<file path="src/rtl/uart_pkg.sv">
// Shared types for the UART transmit FIFO.
// Drain FSM states and pointer sizing helper.
package uart_pkg;

    typedef enum logic [1:0] {
        IDLE    = 2'd0,
        WAIT_HI = 2'd1,
        WAIT_LO = 2'd2
    } drain_state_t;

    // Pointer width: address bits plus one wrap bit.
    function automatic int ptr_width(input int depth);
        return $clog2(depth) + 1;
    endfunction

endpackage

</file>
<file path="src/rtl/fifo_mem.sv">
// Byte storage for the UART transmit FIFO.
// One write port, one registered read port, no reset.
module fifo_mem #(
    parameter int G_WIDTH = 8,
    parameter int G_DEPTH = 16,
    localparam int AW     = $clog2(G_DEPTH)
) (
    input  logic               clk,
    input  logic               wr_en,
    input  logic [AW-1:0]      wr_addr,
    input  logic [G_WIDTH-1:0] wr_data,
    input  logic               rd_en,
    input  logic [AW-1:0]      rd_addr,
    output logic [G_WIDTH-1:0] rd_data
);

    logic [G_WIDTH-1:0] mem [G_DEPTH];

    // Write on request; read data only updates when a byte is taken.
    always_ff @(posedge clk) begin
        if (wr_en) begin
            mem[wr_addr] <= wr_data;
        end
        if (rd_en) begin
            rd_data <= mem[rd_addr];
        end
    end

endmodule

</file>
<file path="src/rtl/uart_tx_fifo.sv">
// Transmit FIFO that feeds a UART one byte at a time.
// Launches on an idle UART and waits for its busy handshake.
module uart_tx_fifo
    import uart_pkg::*;
#(
    parameter int G_WORD_WIDTH   = 8,
    parameter int G_DEPTH        = 16,
    parameter int G_BUSY_TIMEOUT = 7
) (
    input  logic                         i_clk,
    input  logic                         i_rst_n,
    input  logic                         i_wr_valid,
    output logic                         o_wr_ready,
    input  logic [G_WORD_WIDTH-1:0]      i_wr_data,
    input  logic                         i_flush,
    output logic                         o_tx_en,
    output logic [G_WORD_WIDTH-1:0]      o_tx_data,
    input  logic                         i_tx_busy,
    output logic [$clog2(G_DEPTH+1)-1:0] o_count,
    output logic                         o_empty,
    output logic                         o_full,
    output logic                         o_tx_err
);

    localparam int AW = $clog2(G_DEPTH);
    localparam int PW = ptr_width(G_DEPTH);
    localparam int CW = $clog2(G_DEPTH + 1);
    localparam int TW = $clog2(G_BUSY_TIMEOUT + 1);
    localparam logic [TW-1:0] TMO_LAST = TW'(G_BUSY_TIMEOUT - 1);

    logic [PW-1:0]           wr_ptr;
    logic [PW-1:0]           rd_ptr;
    logic [PW-1:0]           ptr_diff;
    logic [TW-1:0]           tmo_cnt;
    logic [G_WORD_WIDTH-1:0] head_q;
    logic                    data_vld;
    logic                    push;
    logic                    launch;
    logic                    tmo_hit;
    drain_state_t            state;
    drain_state_t            state_nxt;

    assign o_empty    = (wr_ptr == rd_ptr);
    assign o_full     = (wr_ptr[PW-1] != rd_ptr[PW-1]) &&
                        (wr_ptr[AW-1:0] == rd_ptr[AW-1:0]);
    assign o_wr_ready = !o_full;
    assign push       = i_wr_valid && o_wr_ready && !i_flush;
    assign ptr_diff   = wr_ptr - rd_ptr;
    assign o_count    = CW'(ptr_diff);

    // Before the first launch the data bus reads as zero.
    assign o_tx_data  = data_vld ? head_q : '0;

    fifo_mem #(
        .G_WIDTH (G_WORD_WIDTH),
        .G_DEPTH (G_DEPTH)
    ) u_mem (
        .clk     (i_clk),
        .wr_en   (push),
        .wr_addr (wr_ptr[AW-1:0]),
        .wr_data (i_wr_data),
        .rd_en   (launch),
        .rd_addr (rd_ptr[AW-1:0]),
        .rd_data (head_q)
    );

    // Drain state register.
    always_ff @(posedge i_clk or negedge i_rst_n) begin
        if (!i_rst_n) begin
            state <= IDLE;
        end else begin
            state <= state_nxt;
        end
    end

    // Next drain state; flush blocks a launch in the same cycle.
    always_comb begin
        state_nxt = state;
        unique case (state)
            IDLE: begin
                if (launch) begin
                    state_nxt = WAIT_HI;
                end
            end
            WAIT_HI: begin
                if (i_tx_busy) begin
                    state_nxt = WAIT_LO;
                end else if (tmo_hit) begin
                    state_nxt = IDLE;
                end
            end
            WAIT_LO: begin
                if (!i_tx_busy) begin
                    state_nxt = IDLE;
                end
            end
            default: state_nxt = IDLE;
        endcase
    end

    // Drain control strobes derived from the current state.
    always_comb begin
        launch  = 1'b0;
        tmo_hit = 1'b0;
        unique case (state)
            IDLE:    launch  = !o_empty && !i_tx_busy && !i_flush;
            WAIT_HI: tmo_hit = !i_tx_busy && (tmo_cnt == TMO_LAST);
            default: ;
        endcase
    end

    // Read/write pointers; flush discards everything not yet launched.
    always_ff @(posedge i_clk or negedge i_rst_n) begin
        if (!i_rst_n) begin
            wr_ptr <= '0;
            rd_ptr <= '0;
        end else begin
            if (push) begin
                wr_ptr <= wr_ptr + 1'b1;
            end
            if (i_flush) begin
                rd_ptr <= wr_ptr;
            end else if (launch) begin
                rd_ptr <= rd_ptr + 1'b1;
            end
        end
    end

    // Counts cycles spent waiting for the UART to raise busy.
    always_ff @(posedge i_clk or negedge i_rst_n) begin
        if (!i_rst_n) begin
            tmo_cnt <= '0;
        end else if (state == WAIT_HI && !i_tx_busy && !tmo_hit) begin
            tmo_cnt <= tmo_cnt + 1'b1;
        end else begin
            tmo_cnt <= '0;
        end
    end

    // Registered launch strobe, error pulse and data-valid flag.
    always_ff @(posedge i_clk or negedge i_rst_n) begin
        if (!i_rst_n) begin
            o_tx_en  <= 1'b0;
            o_tx_err <= 1'b0;
            data_vld <= 1'b0;
        end else begin
            o_tx_en  <= launch;
            o_tx_err <= tmo_hit;
            data_vld <= data_vld | launch;
        end
    end

endmodule
</file>
<file path="config.mk">
export PLATFORM = sky130hd
export DESIGN_NAME = uart_tx_fifo
export DESIGN_NICKNAME = d
export VERILOG_FILES = /design/src/rtl/uart_pkg.sv /design/src/rtl/fifo_mem.sv /design/src/rtl/uart_tx_fifo.sv
export SDC_FILE = /design/constraint.sdc
export NUM_CORES = 1
export LEC_CHECK = 0
export CAP_MARGIN = 15
export CORE_MARGIN = 5
export CORE_UTILIZATION = 50
export CTS_CLUSTER_SIZE = 30
export DETAILED_ROUTE_END_ITERATION = 16
export MAX_ROUTING_LAYER = met4
export PLACE_DENSITY = 0.64
export SLEW_MARGIN = 10
export SYNTH_ARGS = -nofsm -noshare
export SYNTH_HDL_FRONTEND = slang
export SYNTH_SLANG_ARGS = --single-unit
</file>
<file path="constraint.sdc">
create_clock -name i_clk -period 3.2 [get_ports i_clk]
set_input_delay 0.64 -clock i_clk [delete_from_list [all_inputs] [get_ports i_clk]]
set_output_delay 0.64 -clock i_clk [all_outputs]
set_load 0.05 [all_outputs]
</file>
==> key figures, run 1 <==
Run status
  – Status: completed

Setup path
  – R2R depth: 7
  – CP Max Fanout: 5
  – Crit path kind: reg -> out
  – Reg2Reg Launch Point: rd_ptr[3]$_DFFE_PN0P_
  – Critical path endpoint category: output pin
  – CP top delay family: adder cells
  – Worst path max stage delay: 0.43 ns
  – Critical Path Start Type: flop
  – WP data arrival: 2.29 ns
  – Crit path cell chain: inv_1, ha_1, fa_1, inv_1, a21o_1, a21oi_1, xor2_1, buf_12
  – Crit-path slowest cell: dfrtp_1
  – Cell mode on critical path: inv_1
  – Critical path buffers and inverters: 3
  – CP required: 2.56 ns
  – Worst R2R End: u_mem.mem[3][2]$_DFFE_PP_
  – R2R setup slack: 0.68 ns

STA
  – Setup violators final: 0
  – RSZ-0062 raised after global routing: no
  – Slew margin rel.: 37.2%
  – Hold Violations, Final: 0
  – Slew Viols, Final: 0
  – Fin crit share: 91.5%
  – Slew at the pin closest to its max-slew limit: about 0.94 ns
  – Clk_skew: around 0.0068 ns
  – Tmin final: 2.93 ns
  – Setup TNS: 0 ns
  – Fmax: around 0.34 GHz
  – Setup ws final: 0.273 ns

CTS
  – CTS clk-pin slew, worst paths: 0.06 ns
  – CTS Hold Bufs: 0
  – Clock buffer depth: 2
  – Root Buffer: clkbuf_16
  – Post CTS Setup Buffer Count: 0
  – CTS tree: done
  – Clock tree sinks: 154
  – Htree depth: 4
  – Worst skew pair latency: between 0.4 and 0.5 ns
  – CTS resizes: 0
  – CTS Buf Count: 17

Floorplan
  – Initial Utilization: 50.9%
  – Die outline height: 123 µm
  – Row count: between 40 and 50
  – Top Ports: 31
  – Core area: ~13000 µm²
  – Die Area: 15200 µm²
  – Die width: 123 µm

Power
  – Combinational fraction of design power: 39.2%
  – Seq pwr share: 34.8%
  – Worst VDD drop: 0.000742 V
  – Pwr Total: 7.47 mW
  – Power Internal: between 4 and 5 mW
  – PD cells: 988 nW/µm²
  – Psw: around 2.6 mW
  – LEAKAGE: about 2.7 nW
  – Switch share: a little over a third
  – Clock share of power: 26.0%

Detailed routing
  – TritonRoute pass-1 iters: 4
  – Wire per inst: about 22 µm
  – Vias: 3334
  – Antenna Nets Post-Route: 0
  – DRC: 0
  – Initial DRC Count: 321
  – Average vias per placed instance: 5.51
  – Total Wirelength: 13000 µm

Synth
  – Asr flop ratio synth: roughly an eighth
  – Ys flop type: edfxtp_1
  – Synth top area share: 63.9%
  – Synth Warn #: 0
  – Synth area leader: edfxtp_1
  – Cells after Synth: 371
  – Yosys reg bits: 154
  – Post-Syn Nets: 396
  – Post-synth EDFFs: approximately 140
  – Cell variety after synth: 41
  – Sequential area share after synthesis: a little under three quarters
  – Syn Area/Cell: 17.2 µm²
  – Synthesized cell area: 6390 µm²
  – Ranking of synthesized cells by area: edfxtp_1 (64%), dfrtp_1 (7.0%), mux4_2 (5.6%), mux2i_1 (5.2%), ha_1 (2.2%)

Finish
  – Layout cells sized above 1: 19.2%
  – Fill cells: 925
  – Utilization after layout: 60.2%
  – ANT cells: 0
  – Post-route cell area: 7560 µm²
  – Nets: roughly 450
  – Area delta synth->final: 18.2%

Run
  – Max-Cap Viols: 0

Global route
  – First-pass GRT wire length: 19800 µm
  – GR Util All Layers: between 10% and 20%
  – Grt ovf: 0
  – Number of global-route vias before repair: 3335
  – Largest net degree at the start of global routing: 52
  – Initial antenna violation count: 0

Place
  – Post-place setup slack: 0.566 ns
  – RD Place Congestion: 0.863
  – DP HPWL: 8610 µm
  – Placed cell areas: ~7000 µm²
  – Number of port buffers: 30

Min path
  – Hold Path Class: reg -> reg
  – Worst hold stages: 1
  – Min-delay src: tmo_cnt[0]$_DFF_PN0_
  – Hold worst-path end: tmo_cnt[0]$_DFF_PN0_
## synth_stat cells, types with 5 or more instances
master	n
and2_1	9
a221oi_1	9
edfxtp_1	136
o21ai_0	8
dfrtp_1	18
xnor2_1	10
ha_1	11
mux4_2	16
inv_1	12
a22oi_1	8
mux2i_1	33
nand2_1	22
nor2_1	17
a221oi_2	7
clkbuf_1	5
buf_6	5
o21ai_1	5
## cells in the final DEF, fill, tap and decap left out, types with 2 or more instances in the layout
| cell type | count |
|---|---|
| xor2_1 | 3 |
| nor3_1 | 4 |
| a221oi_2 | 7 |
| buf_12 | 7 |
| o21ai_0 | 8 |
| a221oi_1 | 9 |
| clkinv_2 | 3 |
| dfrtp_1 | 17 |
| xnor2_1 | 10 |
| nand2_1 | 22 |
| clkdlybuf4s50_1 | 22 |
| mux2i_1 | 33 |
| clkbuf_1 | 3 |
| clkbuf_16 | 17 |
| a21oi_1 | 2 |
| clkinv_1 | 2 |
| o211ai_1 | 2 |
| mux4_2 | 16 |
| clkinvlp_4 | 2 |
| and2_1 | 9 |
| a21o_1 | 2 |
| buf_4 | 20 |
| nand4_1 | 3 |
| a22oi_1 | 8 |
| edfxtp_1 | 136 |
| inv_1 | 12 |
| o21ai_1 | 5 |
| nor2_1 | 17 |
| bufinv_16 | 3 |
| nand2b_1 | 4 |
| ha_1 | 11 |
## sequential cells by signal, indices dropped and copies added (netlist names)
name,count
o_tx_err,1
u_mem.mem,128
state,2
data_vld,1
wr_ptr,5
tmo_cnt,3
rd_ptr,5
u_mem.rd_data,8
o_tx_en,1
## how the worst max path moves through the flow
stage	cells past startpoint	slack, ns	end	startpoint
after global routing	8	0.15	o_count[4]	wr_ptr[0]$_DFFE_PN0P_
after detailed placement	6	0.57	u_mem.mem[7][3]$_DFFE_PP_	i_flush
final	8	0.27	o_count[4]	wr_ptr[0]$_DFFE_PN0P_
after CTS	8	0.25	o_count[4]	wr_ptr[0]$_DFFE_PN0P_
after global placement	6	0.57	u_mem.mem[3][2]$_DFFE_PP_	i_flush
after floorplan	7	0.29	o_full	rd_ptr[1]$_DFFE_PN0P_
## metal layers
metal  vias to the layer above  share of wire [%]  global-route usage (%)
met5                         -                  0                       -
met4                         0                1.6                    6.30
met3                        18                4.2                    3.98
met2                        69                 50                    29.4
met1                      1705                 45                    25.4
li1                       1542                  -                       -
## kinds of logic after synthesis
group	count (synthesis)	share of synthesized area, %
AND/OR/NAND/NOR	65	4.91
multiplexers	50	11.0
AO/OA/AOI/OAI	46	5.99
adder cells (fa/ha/maj)	12	2.47
buffers and inverters	30	2.72
XOR/XNOR	14	2.03
flip-flops	154	70.9
## layout make-up
class,instances,area [µm²],share of cell area [%]
Clock buffer,20,437,5.78
Sequential cell,154,4540,60.0
Clock inverter,10,128,1.69
Multi-Input combinational cell,187,1690,22.3
Inverter,13,48.8,0.645
Tap cell,172,215,2.85
Timing Repair Buffer,49,510,6.75
## worst register-to-register path, delay by kind of cell (launching register included)
family	cells	cell delay, ns
adders and majority gates	1	0.39
AOI/OAI and AO/OA	1	0.30
DFF	1	0.54
and+or+nand+nor	3	0.60
buffers and inverters	2	0.40
## power by group through the flow
stage	registers, mW	clock network, mW	logic, mW
2_1_floorplan	2.55	0	1.99
3_3_place_gp	2.63	0	2.92
3_5_place_dp	2.64	0	2.94
4_1_cts	2.60	1.97	2.96
5_1_grt	2.62	2.06	3.12
6_report	2.60	1.94	2.93
## per-stage QoR
stage	instances	hold slack, ns
after floorplan	371	0.344
after global placement	575	0.448
after detailed placement	575	0.457
after CTS	605	0.464
after global routing	605	0.476
final	605	0.456
Power figures use the tool's default switching activity.
==> run 2, diff against run 1 <==
--- a/config.mk
+++ b/config.mk
@@ -11,7 +11,7 @@
 export CTS_CLUSTER_SIZE = 30
 export DETAILED_ROUTE_END_ITERATION = 16
 export MAX_ROUTING_LAYER = met4
-export PLACE_DENSITY = 0.64
+export PLACE_DENSITY = 0.72
 export SLEW_MARGIN = 10
 export SYNTH_ARGS = -nofsm -noshare
 export SYNTH_HDL_FRONTEND = slang
==> key figures, run 2 (synthesis gave the netlist of run 1 again) <==
Run status
  – Status: completed

CTS
  – Worst skew pair latency: 0.42 ns (about the same)
  – Clock buffer depth: 2 (unchanged)
  – Post CTS Setup Buffer Count: 0 (unchanged)
  – CTS Buf Count: 17 (unchanged)
  – Clock tree sinks: 154 (unchanged)
  – CTS clk-pin slew, worst paths: 0.06 ns (about the same)
  – CTS tree: done
  – Root Buffer: clkbuf_16
  – Htree depth: 4 (unchanged)
  – CTS resizes: 0 (unchanged)
  – CTS Hold Bufs: 0 (unchanged)

Global route
  – Largest net degree at the start of global routing: 52 (unchanged)
  – Grt ovf: 0 (unchanged)
  – GR Util All Layers: 18.7% (-0.26 points)
  – First-pass GRT wire length: 19400 µm (-1.8%)
  – Number of global-route vias before repair: 3331 (-0.12%)
  – Initial antenna violation count: 0 (unchanged)

Power
  – Switch share: 35.3% (+0.086 points)
  – Seq pwr share: 35.5% (+0.7 points)
  – LEAKAGE: 2.69 nW (-0.20%)
  – PD cells: 971 nW/µm² (-1.7%)
  – Combinational fraction of design power: 37.6% (-1.6 points)
  – Clock share of power: 26.8% (+0.8 points)
  – Power Internal: 4.74 mW (-2.1%)
  – Psw: 2.59 mW (-1.7%)
  – Worst VDD drop: 0.000664 V (-11%)

Floorplan
  – Row count: 41 (unchanged)
  – Core area: 12600 µm² (unchanged)
  – Initial Utilization: 50.9% (unchanged)
  – Top Ports: 31 (unchanged)
  – Die outline height: 123 µm (unchanged)
  – Die Area: 15200 µm² (unchanged)
  – Die width: 123 µm (unchanged)

Detailed routing
  – Wire per inst: 20.6 µm (-4.3%)
  – DRC: 0 (unchanged)
  – TritonRoute pass-1 iters: 4 (unchanged)
  – Average vias per placed instance: 5.46 (-0.84%)
  – Total Wirelength: 12500 µm (-3.9%)
  – Antenna Nets Post-Route: 0 (unchanged)
  – Vias: 3317 (-0.51%)
  – Initial DRC Count: 361 (+12%)

Finish
  – Fill cells: 943 (+1.9%)
  – Commonest non-fill, non-tap cell in the layout: edfxtp_1
  – Nets: 447 (unchanged)
  – Top Registers: u_mem.mem: 128 flops, u_mem.rd_data: 8 flops
  – Area delta synth->final: 18.0%
  – Largest Register: u_mem.mem
  – Max FFs per register: 128 (unchanged)
  – Commonest non-fill, non-tap cells in the layout: edfxtp_1 (136), mux2i_1 (33), clkdlybuf4s50_1 (23)
  – Layout cells sized above 1: 19.1% (-0.088 points)
  – ANT cells: 0 (unchanged)

STA
  – Fin crit share: 92.5% (+1.1 points)
  – Slew Viols, Final: 0 (unchanged)
  – Hold Violations, Final: 0 (unchanged)
  – Clk_skew: 0.00621 ns (-0.000546 ns)
  – Slew margin rel.: 38.4% (+1.2 points)
  – RSZ-0062 raised after global routing: no
  – Setup TNS: 0 ns (unchanged)
  – Setup violators final: 0 (unchanged)
  – Fmax: 0.338 GHz (-1.1%)
  – Setup ws final: 0.240 ns (-0.0338 ns)
  – Slew at the pin closest to its max-slew limit: 0.924 ns (-0.0174 ns)
  – Tmin final: 2.96 ns (+0.0338 ns)

Place
  – DP HPWL: 7940 µm (-7.7%)
  – Number of port buffers: 30 (unchanged)
  – Post-place setup slack: 0.559 ns (-0.00722 ns)
  – RD Place Congestion: 0.852 (-1.3%)

Setup path
  – Critical Path Start Type: flop
  – Critical path endpoint category: output pin
  – Crit path kind: reg -> out
  – CP Max Fanout: 12 (+7)
  – CP required: 2.56 ns (about the same)
  – WP data arrival: 2.32 ns (+0.03 ns)

Run
  – Max-Cap Viols: 0 (unchanged)

Min path
  – Hold Path Class: reg -> reg
run 2: cell types whose count changed in the layout (fill, tap and decap cells not counted), sizes merged:
cell,change
inv,+1
clkinv,+4
clkdlybuf4s50,+1
buf,-1
clkbuf,-2
clkinvlp,-1
run 2: per-stage QoR:
| stage | total power, mW | hold slack [ns] | cell area (µm²) | utilization, % | instances |
|---|---|---|---|---|---|
| finish | 7.33 | 0.485 | 7540 | 60.0 | 607 |
| global route | 7.67 | 0.524 | 7540 | 60.0 | 607 |
| CTS | 7.39 | 0.497 | 7540 | 60.0 | 607 |
| detailed placement | 5.42 | 0.489 | 6960 | 55.4 | 575 |
| global placement | 5.37 | 0.448 | 6960 | 55.4 | 575 |
| floorplan | 4.54 | 0.344 | 6390 | - | 371 |
run 2: final cells by class:
| class | count | area, µm² | area share [%] |
|---|---|---|---|
| Clock buffer | 18 | 429 | 5.69 |
| Clock inverter | 14 | 153 | 2.02 |
| Inverter | 13 | 48.8 | 0.647 |
| Multi-Input combinational cell | 187 | 1690 | 22.4 |
| Sequential cell | 154 | 4540 | 60.1 |
| Tap cell | 172 | 215 | 2.85 |
| Timing Repair Buffer | 49 | 475 | 6.30 |
run 2: worst paths after layout:
check | startpoint | endpoint | slack, ns | cells after the start
max | rd_ptr[2]$_DFFE_PN0P_ | o_count[4] | 0.24 | 6
min | tmo_cnt[0]$_DFF_PN0_ | tmo_cnt[0]$_DFF_PN0_ | 0.49 | 1
max reg2reg | rd_ptr[3]$_DFFE_PN0P_ | u_mem.mem[11][1]$_DFFE_PP_ | 0.59 | 7
min reg2reg | tmo_cnt[0]$_DFF_PN0_ | tmo_cnt[0]$_DFF_PN0_ | 0.49 | 1
max in group asynchronous | i_rst_n | rd_ptr[0]$_DFFE_PN0P_ | 1.93 | 1
min in group asynchronous | i_rst_n | wr_ptr[3]$_DFFE_PN0P_ | 0.70 | 1
run 2: worst max-delay path, stage by stage (launching register included):
cell	delay [ns]
dfrtp_1	0.58
inv_1	0.15
ha_1	0.38
a21o_1	0.20
a21oi_1	0.16
xor2_1	0.25
buf_12	0.17
run 2: power groups by stage:
stage	registers (mW)	logic, mW	clock network [mW]
final	2.60	2.76	1.96
after floorplan	2.55	1.99	0
after CTS	2.60	2.79	2.00
after detailed placement	2.64	2.77	0
after global routing	2.63	2.96	2.09
after global placement	2.63	2.74	0
run 2: metal layers:
| metal | up-vias | wire length, µm | track usage (%) |
|---|---|---|---|
| li1 | 1540 | - | - |
| met1 | 1668 | 5330 | 25.3 |
| met2 | 93 | 6210 | 27.9 |
| met3 | 16 | 828 | 4.94 |
| met4 | 0 | 144 | 6.44 |
| met5 | - | 0 | - |
